### config.mk
export PLATFORM = sky130hd
export DESIGN_NAME = fifo_word_packer_flat
export DESIGN_NICKNAME = d
export VERILOG_FILES = /design/src/rtl/fifo_word_packer_if.sv /design/src/rtl/fifo_word_packer.sv /design/src/flat_wrapper.sv
export SDC_FILE = /design/constraint.sdc
export NUM_CORES = 1
export LEC_CHECK = 0
export CAP_MARGIN = 20
export CORE_MARGIN = 4
export CORE_UTILIZATION = 45
export CTS_CLUSTER_SIZE = 10
export DETAILED_ROUTE_END_ITERATION = 10
export PLACE_DENSITY = 0.76
export REMOVE_ABC_BUFFERS = 1
export SETUP_SLACK_MARGIN = 0.4
export SKIP_LAST_GASP = 1
export SLEW_MARGIN = 20
export SYNTH_ARGS = -nofsm -noshare
export SYNTH_HDL_FRONTEND = slang
export SYNTH_SLANG_ARGS = --single-unit
export TNS_END_PERCENT = 20
### constraint.sdc
create_clock -name clk -period 3.8 [get_ports clk]
set_clock_uncertainty 0.2 [all_clocks]
set_input_delay 0.57 -clock clk [delete_from_list [all_inputs] [get_ports clk]]
set_output_delay 0.57 -clock clk [all_outputs]
set_load 0.005 [all_outputs]
### src/rtl/fifo_word_packer_if.sv
// rtl/fifo_word_packer_if.sv - FIFO read-side and packed-word stream bundle for fifo_word_packer
// Purpose: groups the FIFO pop handshake, the flush request and the packed output stream.
// Signals:
//   fifo_empty     FIFO empty flag
//   fifo_rd_en     FIFO pop strobe
//   fifo_data_out  FIFO read data, valid the cycle after fifo_rd_en
//   flush          single-cycle request to close the current partial word
//   m_valid        packed word valid
//   m_ready        downstream accept
//   m_data         packed word, first popped byte in the lowest lane
//   m_keep         per-lane byte enables
//   m_last         word was closed by a flush
// Modports: master = packer side, slave = FIFO/downstream side.
interface fifo_word_packer_if #(
    parameter int FIFO_WIDTH = 8,
    parameter int PACK       = 4
);
    localparam int OUT_WIDTH = FIFO_WIDTH * PACK;

    logic                  fifo_empty;
    logic                  fifo_rd_en;
    logic [FIFO_WIDTH-1:0] fifo_data_out;
    logic                  flush;
    logic                  m_valid;
    logic                  m_ready;
    logic [OUT_WIDTH-1:0]  m_data;
    logic [PACK-1:0]       m_keep;
    logic                  m_last;

    modport master (
        input  fifo_empty,
        input  fifo_data_out,
        input  flush,
        input  m_ready,
        output fifo_rd_en,
        output m_valid,
        output m_data,
        output m_keep,
        output m_last
    );

    modport slave (
        output fifo_empty,
        output fifo_data_out,
        output flush,
        output m_ready,
        input  fifo_rd_en,
        input  m_valid,
        input  m_data,
        input  m_keep,
        input  m_last
    );
endinterface

### src/rtl/fifo_word_packer.sv
// rtl/fifo_word_packer.sv - pops FIFO bytes and packs PACK of them into one valid/ready output word
// Purpose: read-side consumer of a byte FIFO. Issues back-to-back pops, accumulates bytes into
//          lanes (first byte in lane 0), hands full words to a registered output stage, and closes
//          partial words with keep/last on a flush request.
// Ports:
//   clk   clock, all logic on the rising edge
//   rst   synchronous active-high reset
//   bus   fifo_word_packer_if.master: fifo_empty/fifo_rd_en/fifo_data_out, flush,
//         m_valid/m_ready/m_data/m_keep/m_last
module fifo_word_packer #(
    parameter int FIFO_WIDTH = 8,
    parameter int PACK       = 4,
    parameter int OUT_WIDTH  = FIFO_WIDTH * PACK
) (
    input  logic               clk,
    input  logic               rst,
    fifo_word_packer_if.master bus
);
    localparam int            CW       = $clog2(PACK + 1);
    localparam logic [CW-1:0] CNT_FULL = CW'(PACK);

    logic [PACK-1:0][FIFO_WIDTH-1:0] acc_q, acc_d;
    logic [CW-1:0]                   cnt_q, cnt_d;
    logic                            inflight_q;
    logic                            flush_pend_q, flush_pend_d;
    logic                            m_valid_q, m_valid_d;
    logic [OUT_WIDTH-1:0]            m_data_q, m_data_d;
    logic [PACK-1:0]                 m_keep_q, m_keep_d;
    logic                            m_last_q, m_last_d;

    logic          rd_en;
    logic          out_free;
    logic          xfer;
    logic [CW-1:0] base;

    // The byte already in flight owns a lane, so it is counted before issuing another pop.
    assign rd_en = !bus.fifo_empty && !flush_pend_q && ((cnt_q + CW'(inflight_q)) < CNT_FULL);

    always_comb begin
        acc_d        = acc_q;
        cnt_d        = cnt_q;
        flush_pend_d = flush_pend_q;
        m_valid_d    = m_valid_q;
        m_data_d     = m_data_q;
        m_keep_d     = m_keep_q;
        m_last_d     = m_last_q;

        // Output register can take a new word when empty or being drained this cycle.
        out_free = !m_valid_q || bus.m_ready;
        xfer     = out_free &&
                   ((cnt_q == CNT_FULL) || (flush_pend_q && !inflight_q && (cnt_q != '0)));

        if (m_valid_q && bus.m_ready) begin
            m_valid_d = 1'b0;
        end

        if (xfer) begin
            m_valid_d = 1'b1;
            m_last_d  = flush_pend_q;
            for (int i = 0; i < PACK; i++) begin
                m_keep_d[i] = (CW'(i) < cnt_q);
                m_data_d[i*FIFO_WIDTH +: FIFO_WIDTH] = (CW'(i) < cnt_q) ? acc_q[i] : '0;
            end
        end

        // A byte arriving while the word leaves becomes lane 0 of the next word.
        base  = xfer ? '0 : cnt_q;
        cnt_d = base + CW'(inflight_q);
        if (inflight_q) begin
            for (int i = 0; i < PACK; i++) begin
                if (CW'(i) == base) begin
                    acc_d[i] = bus.fifo_data_out;
                end
            end
        end

        // A pending flush retires when its word leaves, or at once if nothing is held.
        if (flush_pend_q) begin
            if (xfer || ((cnt_q == '0) && !inflight_q)) begin
                flush_pend_d = 1'b0;
            end
        end else begin
            flush_pend_d = bus.flush;
        end
    end

    always_ff @(posedge clk) begin
        if (rst) begin
            acc_q        <= '0;
            cnt_q        <= '0;
            inflight_q   <= 1'b0;
            flush_pend_q <= 1'b0;
            m_valid_q    <= 1'b0;
            m_data_q     <= '0;
            m_keep_q     <= '0;
            m_last_q     <= 1'b0;
        end else begin
            acc_q        <= acc_d;
            cnt_q        <= cnt_d;
            inflight_q   <= rd_en;
            flush_pend_q <= flush_pend_d;
            m_valid_q    <= m_valid_d;
            m_data_q     <= m_data_d;
            m_keep_q     <= m_keep_d;
            m_last_q     <= m_last_d;
        end
    end

    assign bus.fifo_rd_en = rd_en;
    assign bus.m_valid    = m_valid_q;
    assign bus.m_data     = m_data_q;
    assign bus.m_keep     = m_keep_q;
    assign bus.m_last     = m_last_q;
endmodule
### src/flat_wrapper.sv
// flat-port wrapper written by rule: the top's interface ports become plain ports
module fifo_word_packer_flat 
#(
    parameter int FIFO_WIDTH = 8,
    parameter int PACK       = 4,
    parameter int OUT_WIDTH  = FIFO_WIDTH * PACK
)
  (clk, rst, bus_fifo_empty, bus_fifo_data_out, bus_flush, bus_m_ready, bus_fifo_rd_en, bus_m_valid, bus_m_data, bus_m_keep, bus_m_last);
  fifo_word_packer_if #(.FIFO_WIDTH(FIFO_WIDTH), .PACK(PACK)) bus_i ();
  input  logic clk;
  input  logic rst;
  input wire logic [$bits(bus_i.fifo_empty)-1:0] bus_fifo_empty;
  input wire logic [$bits(bus_i.fifo_data_out)-1:0] bus_fifo_data_out;
  input wire logic [$bits(bus_i.flush)-1:0] bus_flush;
  input wire logic [$bits(bus_i.m_ready)-1:0] bus_m_ready;
  output wire logic [$bits(bus_i.fifo_rd_en)-1:0] bus_fifo_rd_en;
  output wire logic [$bits(bus_i.m_valid)-1:0] bus_m_valid;
  output wire logic [$bits(bus_i.m_data)-1:0] bus_m_data;
  output wire logic [$bits(bus_i.m_keep)-1:0] bus_m_keep;
  output wire logic [$bits(bus_i.m_last)-1:0] bus_m_last;
  assign bus_i.fifo_empty = bus_fifo_empty;
  assign bus_i.fifo_data_out = bus_fifo_data_out;
  assign bus_i.flush = bus_flush;
  assign bus_i.m_ready = bus_m_ready;
  assign bus_fifo_rd_en = bus_i.fifo_rd_en;
  assign bus_m_valid = bus_i.m_valid;
  assign bus_m_data = bus_i.m_data;
  assign bus_m_keep = bus_i.m_keep;
  assign bus_m_last = bus_i.m_last;
  fifo_word_packer #(.FIFO_WIDTH(FIFO_WIDTH), .PACK(PACK), .OUT_WIDTH(OUT_WIDTH)) u_core (.clk(clk), .rst(rst), .bus(bus_i));
endmodule
==> results of run 1 <==
==> cells by family after synthesis <==
group | synth area share
AO/OA/AOI/OAI | 0.167
buffers and inverters | 0.0431
flip-flops | 0.517
multiplexers | 0.0586
AND/OR/NAND/NOR | 0.215
==> stage by stage <==
step / instances / power, µW / worst slack (ns) / hold WS, ns
after global placement: 435 / 902 / 1.23 / 0.243
after floorplan: 304 / 857 / 1.43 / 0.231
after detailed placement: 435 / 904 / 1.19 / 0.250
after global routing: 451 / 1550 / 0.619 / 0.279
after CTS: 451 / 1510 / 0.800 / 0.261
final: 451 / 1510 / 0.797 / 0.260
==> sequential cells by signal, summed over array words and instances, names as in the netlist <==
signal and count:
u_core.cnt_q 3, u_core.flush_pend_q 1, u_core.bus.m_last 1, u_core.bus.m_keep 4, u_core.bus.m_valid 1, u_core.acc_q 32, u_core.inflight_q 1, u_core.bus.m_data 32
==> final timing paths <==
check | startpoint | to
setup / recovery | u_core.cnt_q[2] | bus_fifo_rd_en
hold / removal | u_core.acc_q[24] | u_core.acc_q[24]
setup reg to reg | u_core.cnt_q[2] | u_core.bus.m_data[13]
hold reg to reg | u_core.acc_q[24] | u_core.acc_q[24]
==> worst max-delay path, cell delays in order (launching register included) <==
cell	delay (ns)
dfxtp_1	0.65
nand2b_1	0.21
or2_2	0.23
nand2_1	0.12
nor3_1	0.15
clkdlybuf4s50_1	0.53
==> synthesized netlist by cell type, types with 2 or more instances <==
master / count
buf_1: 2
nand3_1: 13
o21ai_0: 35
nor3_1: 2
nand2_1: 36
nand2b_1: 14
or4b_1: 8
mux2i_1: 17
clkbuf_1: 21
nand4_1: 16
dfxtp_1: 75
nor2_1: 25
a21oi_1: 47
buf_6: 2
==> power by group through the flow <==
stage	Combinational, µW	Sequential, µW	Clock [µW]
after floorplan	35.5	821	0
after global placement	78.8	823	0
after detailed placement	80.2	824	0
after CTS	80.5	805	628
after global routing	89.6	807	657
final	81.3	805	621
==> per-layer routing <==
layer,global-route usage,vias up
met5,0,-
met2,0.286,63
li1,-,1239
met4,0.0783,0
met3,0.0549,9
met1,0.227,1156
==> layout make-up <==
cell class	instances	area, µm²
clock buffer	12	155
clock inverter	4	48.8
fill	586	2690
inverter	1	3.75
multi-input combinational	228	1290
sequential	75	1500
tap	77	96.3
timing repair buffer	54	528
==> results.yml, run 1 <==
run_status:
  outcome: "finished clean"
route:
  vias: 2467
  via_per_inst: 5.47
  first_pass_iters: 4
  top_layer: "met4"
  antenna_left: 0
  post_drt_wl_per_cell_um: 14.8
  met3_length_um: 390
  drtIter0Drc: 224
  routed_wl_um: 6660
  drc: 0
  wl_met2_um: 3150
  wl_met1_um: 3020
flow_run:
  drv_cap: 0
sta:
  period_share: 0.790
  timing.slew.headroom: 0.377
  hold_violations: 0
  worst_slew_pin_slew_ns: 0.931
  max_freq_mhz: 333
  post-route-min-period_ns: 3.00
  finalSetupTns_ns: 0
  setup-violations-final: 0
  rsz0062_at_grt: "no"
  slew_viol_final: 0
yosys:
  synth-seq-cells: 75
  async_flop_share: 0
  syn_inst: 331
  synth_area_per_cell_um2: 8.78
  synthesis.area_um2: 2910
  seq_area_frac_synth: 0.517
  synth-edff-count: 0
  synth_top_area_frac: 0.517
  synth_ff_type: "dfxtp_1"
  synthTopCellsByArea: "dfxtp_1 52%, a21oi_1 8.1%, o21ai_0 6.0%"
  yosysUniqueCellTypes: 32
  synth_top_area_cell: "dfxtp_1"
  synth_warnings: 0
cts:
  cts.hold.buffers_added: 0
  cts-root-buf: "clkbuf_8"
  clock_path_buffers: 2
  clk-insertion-delay-late_ns: 0.34
  cts_sinks: 75
  cts_buffers: 9
  clk_pin_slew_ns: 0.08
  post_cts_buffers: 0
  cts_resized: 0
  cts_tree: "yes"
  h-tree-depth: 3
floorplanning:
  num_rows: 29
  die_height_um: 88.4
  die_w_um: 88.4
  start_util: 0.460
  core_region_area_um2: 6310
  boundaryPins: 52
  die_area_um2: 7810
setup_path:
  critical_path.max_fanout: 17
  r2r_cells: 4
  cp.arrival_ns: 2.23
  path_class: "reg -> out"
  cp.required_ns: 3.03
  r2r_setup_slack_ns: 1.30
  end_kind: "output pin"
  startpoint_type: "flip-flop"
global_route:
  overflow: 0
  grt_usage: 0.180
  antenna_found_initial: 0
  grt_max_degree: 50
  grt_pass1_vias: 2334
  grt_pass1_wl_um: 11000
hold_path:
  min_path_type: "reg -> reg"
  min_path_cells: 2
placement:
  gp_congestion: 0.903
  dpl_cell_area_um2: 3410
  io_buffers: 51
  dp.final_hpwl_um: 4360
finish:
  utilization: 0.574
  design_area_um2: 3620
  diodes: 0
  final_cell_mix: "75 x dfxtp_1, 50 x clkdlybuf4s50_1, 47 x a21oi_1"
  fin_nets: 382
  drive_above_1_share: 0.0695
  area_delta_synth_final_pct: 24.7
  final_common_cell: "dfxtp_1"
power:
  pwr-share-clk: 0.412
  p_int_uw: 1170
  power_frac_comb: 0.054
  power_switching_uw: 340
  power_density_nw_per_um2: 416
  p_leak_uw: 0.00121
  swShare: 0.226
  pwr-share-seq: 0.534
  ir_drop_mv: 0.251
Note: power is estimated with default switching activity, not from simulation.
==> inputs of run 2 (changes only) <==
- PLACE_DENSITY: 0.76 -> 0.79
- clock period: 3.8 -> 2.4 ns (I/O delays scaled with it)
==> results.yml, run 2 (same netlist as run 1, synthesis figures left out) <==
sta:
  period_share: 0.823
  max_freq_mhz: 506
  worst_slew_pin_slew_ns: 0.639
  slew_viol_final: 0
  finalSetupTns_ns: 0
  worst_slack_ns: 0.424
  timing.slew.headroom: 0.573
  post-route-min-period_ns: 1.98
  rsz0062_at_grt: "yes"
  whs_ns: 0.209
  hold_violations: 0
  setup-violations-final: 0
finish:
  final_cell_mix: "71 x dfxtp_1, 49 x clkdlybuf4s50_1, 46 x a21oi_1"
  seq_area_um2: 1520
  drive_above_1_share: 0.142
  multi_input_area_um2: 1310
  utilization: 0.603
  diodes: 0
  fin_nets: 401
  area_delta_synth_final_pct: 31.0
  final_common_cell: "dfxtp_1"
  nFillCells: 562
route:
  via_per_inst: 5.59
  first_pass_iters: 6
  post_drt_wl_per_cell_um: 16.0
  drtIter0Drc: 191
  antenna_left: 0
  routed_wl_um: 7510
  drc: 0
  vias: 2626
floorplanning:
  boundaryPins: 52
  start_util: 0.460
  die_area_um2: 7810
  die_height_um: 88.4
  die_w_um: 88.4
  core_region_area_um2: 6310
  num_rows: 29
cts:
  cts_buffers: 9
  clock_path_buffers: 2
  clk-insertion-delay-late_ns: 0.34
  h-tree-depth: 3
  cts_sinks: 75
  cts-root-buf: "clkbuf_8"
  clk_pin_slew_ns: 0.08
  cts_tree: "yes"
  cts.hold.buffers_added: 0
setup_path:
  cp.required_ns: 2.47
  reg2reg_to: "u_core.bus.m_data[23]"
  end_kind: "flip-flop"
  timing.rr.start: "u_core.cnt_q[1]"
  r2r_setup_slack_ns: 0.42
  path_class: "reg -> reg"
  startpoint_type: "flip-flop"
  critical_path.max_fanout: 11
  r2r_cells: 4
  cp.arrival_ns: 2.05
  startpoint: "u_core.cnt_q[1]"
  cp-endpoint: "u_core.bus.m_data[23]"
global_route:
  met1_usage: 0.255
  grt.met2_usage: 0.334
  grt_pass1_wl_um: 12400
  grt_usage: 0.203
  grt.busiest_layer: "met2"
  overflow: 0
  met3_usage: 0.0475
  antenna_found_initial: 0
  grt_pass1_vias: 2578
  grt_max_degree: 36
placement:
  dp.final_hpwl_um: 4800
  pre_cts_slack_ns: 0.272
  io_buffers: 51
  gp_congestion: 0.828
power:
  finalPower_uw: 2480
  power_density_nw_per_um2: 652
  ir_drop_mv: 0.492
  p_leak_uw: 0.00131
flow_run:
  drv_cap: 0
run_status:
  outcome: "finished clean"
hold_path:
  min_path_type: "in -> reg"
[run 2: what timing repair did]
action                                  4_1_cts  5_1_grt
pin swaps                                     1        2
setup buffers                                 5        0
resized for setup                            12        5
endpoints found under the setup margin        9       11
cloned                                        1        0
[run 2: area by class of cell]
class                      count  share of cell area
inverter                       1            0.000986
multi-input combinational    229               0.345
clock buffer                  10              0.0335
timing repair buffer          72               0.173
clock inverter                 6              0.0237
sequential                    75               0.398
tap                           77              0.0253
[run 2: where the power goes]
| group | leakage, µW | internal, µW | switching, µW |
|---|---|---|---|
| combinational | 0.000591 | 65.6 | 85.7 |
| clock | 0.000106 | 587 | 472 |
| sequential | 0.000608 | 1260 | 14.5 |
| total | 0.00131 | 1910 | 572 |
[run 2: routing by layer]
layer	part of all wire	vias to the layer above
li1	-	1277
met1	0.44	1252
met2	0.49	87
met3	0.057	10
met4	0.014	0
met5	0	-
[run 2: how the worst min path moves through the flow]
| stage | startpoint | endpoint | slack (ns) | cells after the start |
|---|---|---|---|---|
| global placement | u_core.acc_q[27] | u_core.acc_q[27] | 0.24 | 2 |
| floorplan | rst | u_core.acc_q[10] | 0.23 | 1 |
| CTS | rst | u_core.acc_q[4] | 0.21 | 2 |
| detailed placement | u_core.acc_q[30] | u_core.acc_q[30] | 0.25 | 2 |
| global route | rst | u_core.acc_q[4] | 0.24 | 2 |
| finish | rst | u_core.acc_q[4] | 0.21 | 2 |
[run 2: worst max-delay path, cell delays in order (launching register included)]
cell and delay (ns):
dfxtp_4 0.39, or3b_4 0.44, o21a_4 0.17, or4b_1 0.53, a21oi_1 0.17
[run 2: metrics by stage]
step	area, µm²	instances
6_report	3810	470
3_5_place_dp	3510	448
3_3_place_gp	3510	448
5_1_grt	3810	470
4_1_cts	3800	470
2_1_floorplan	2780	304
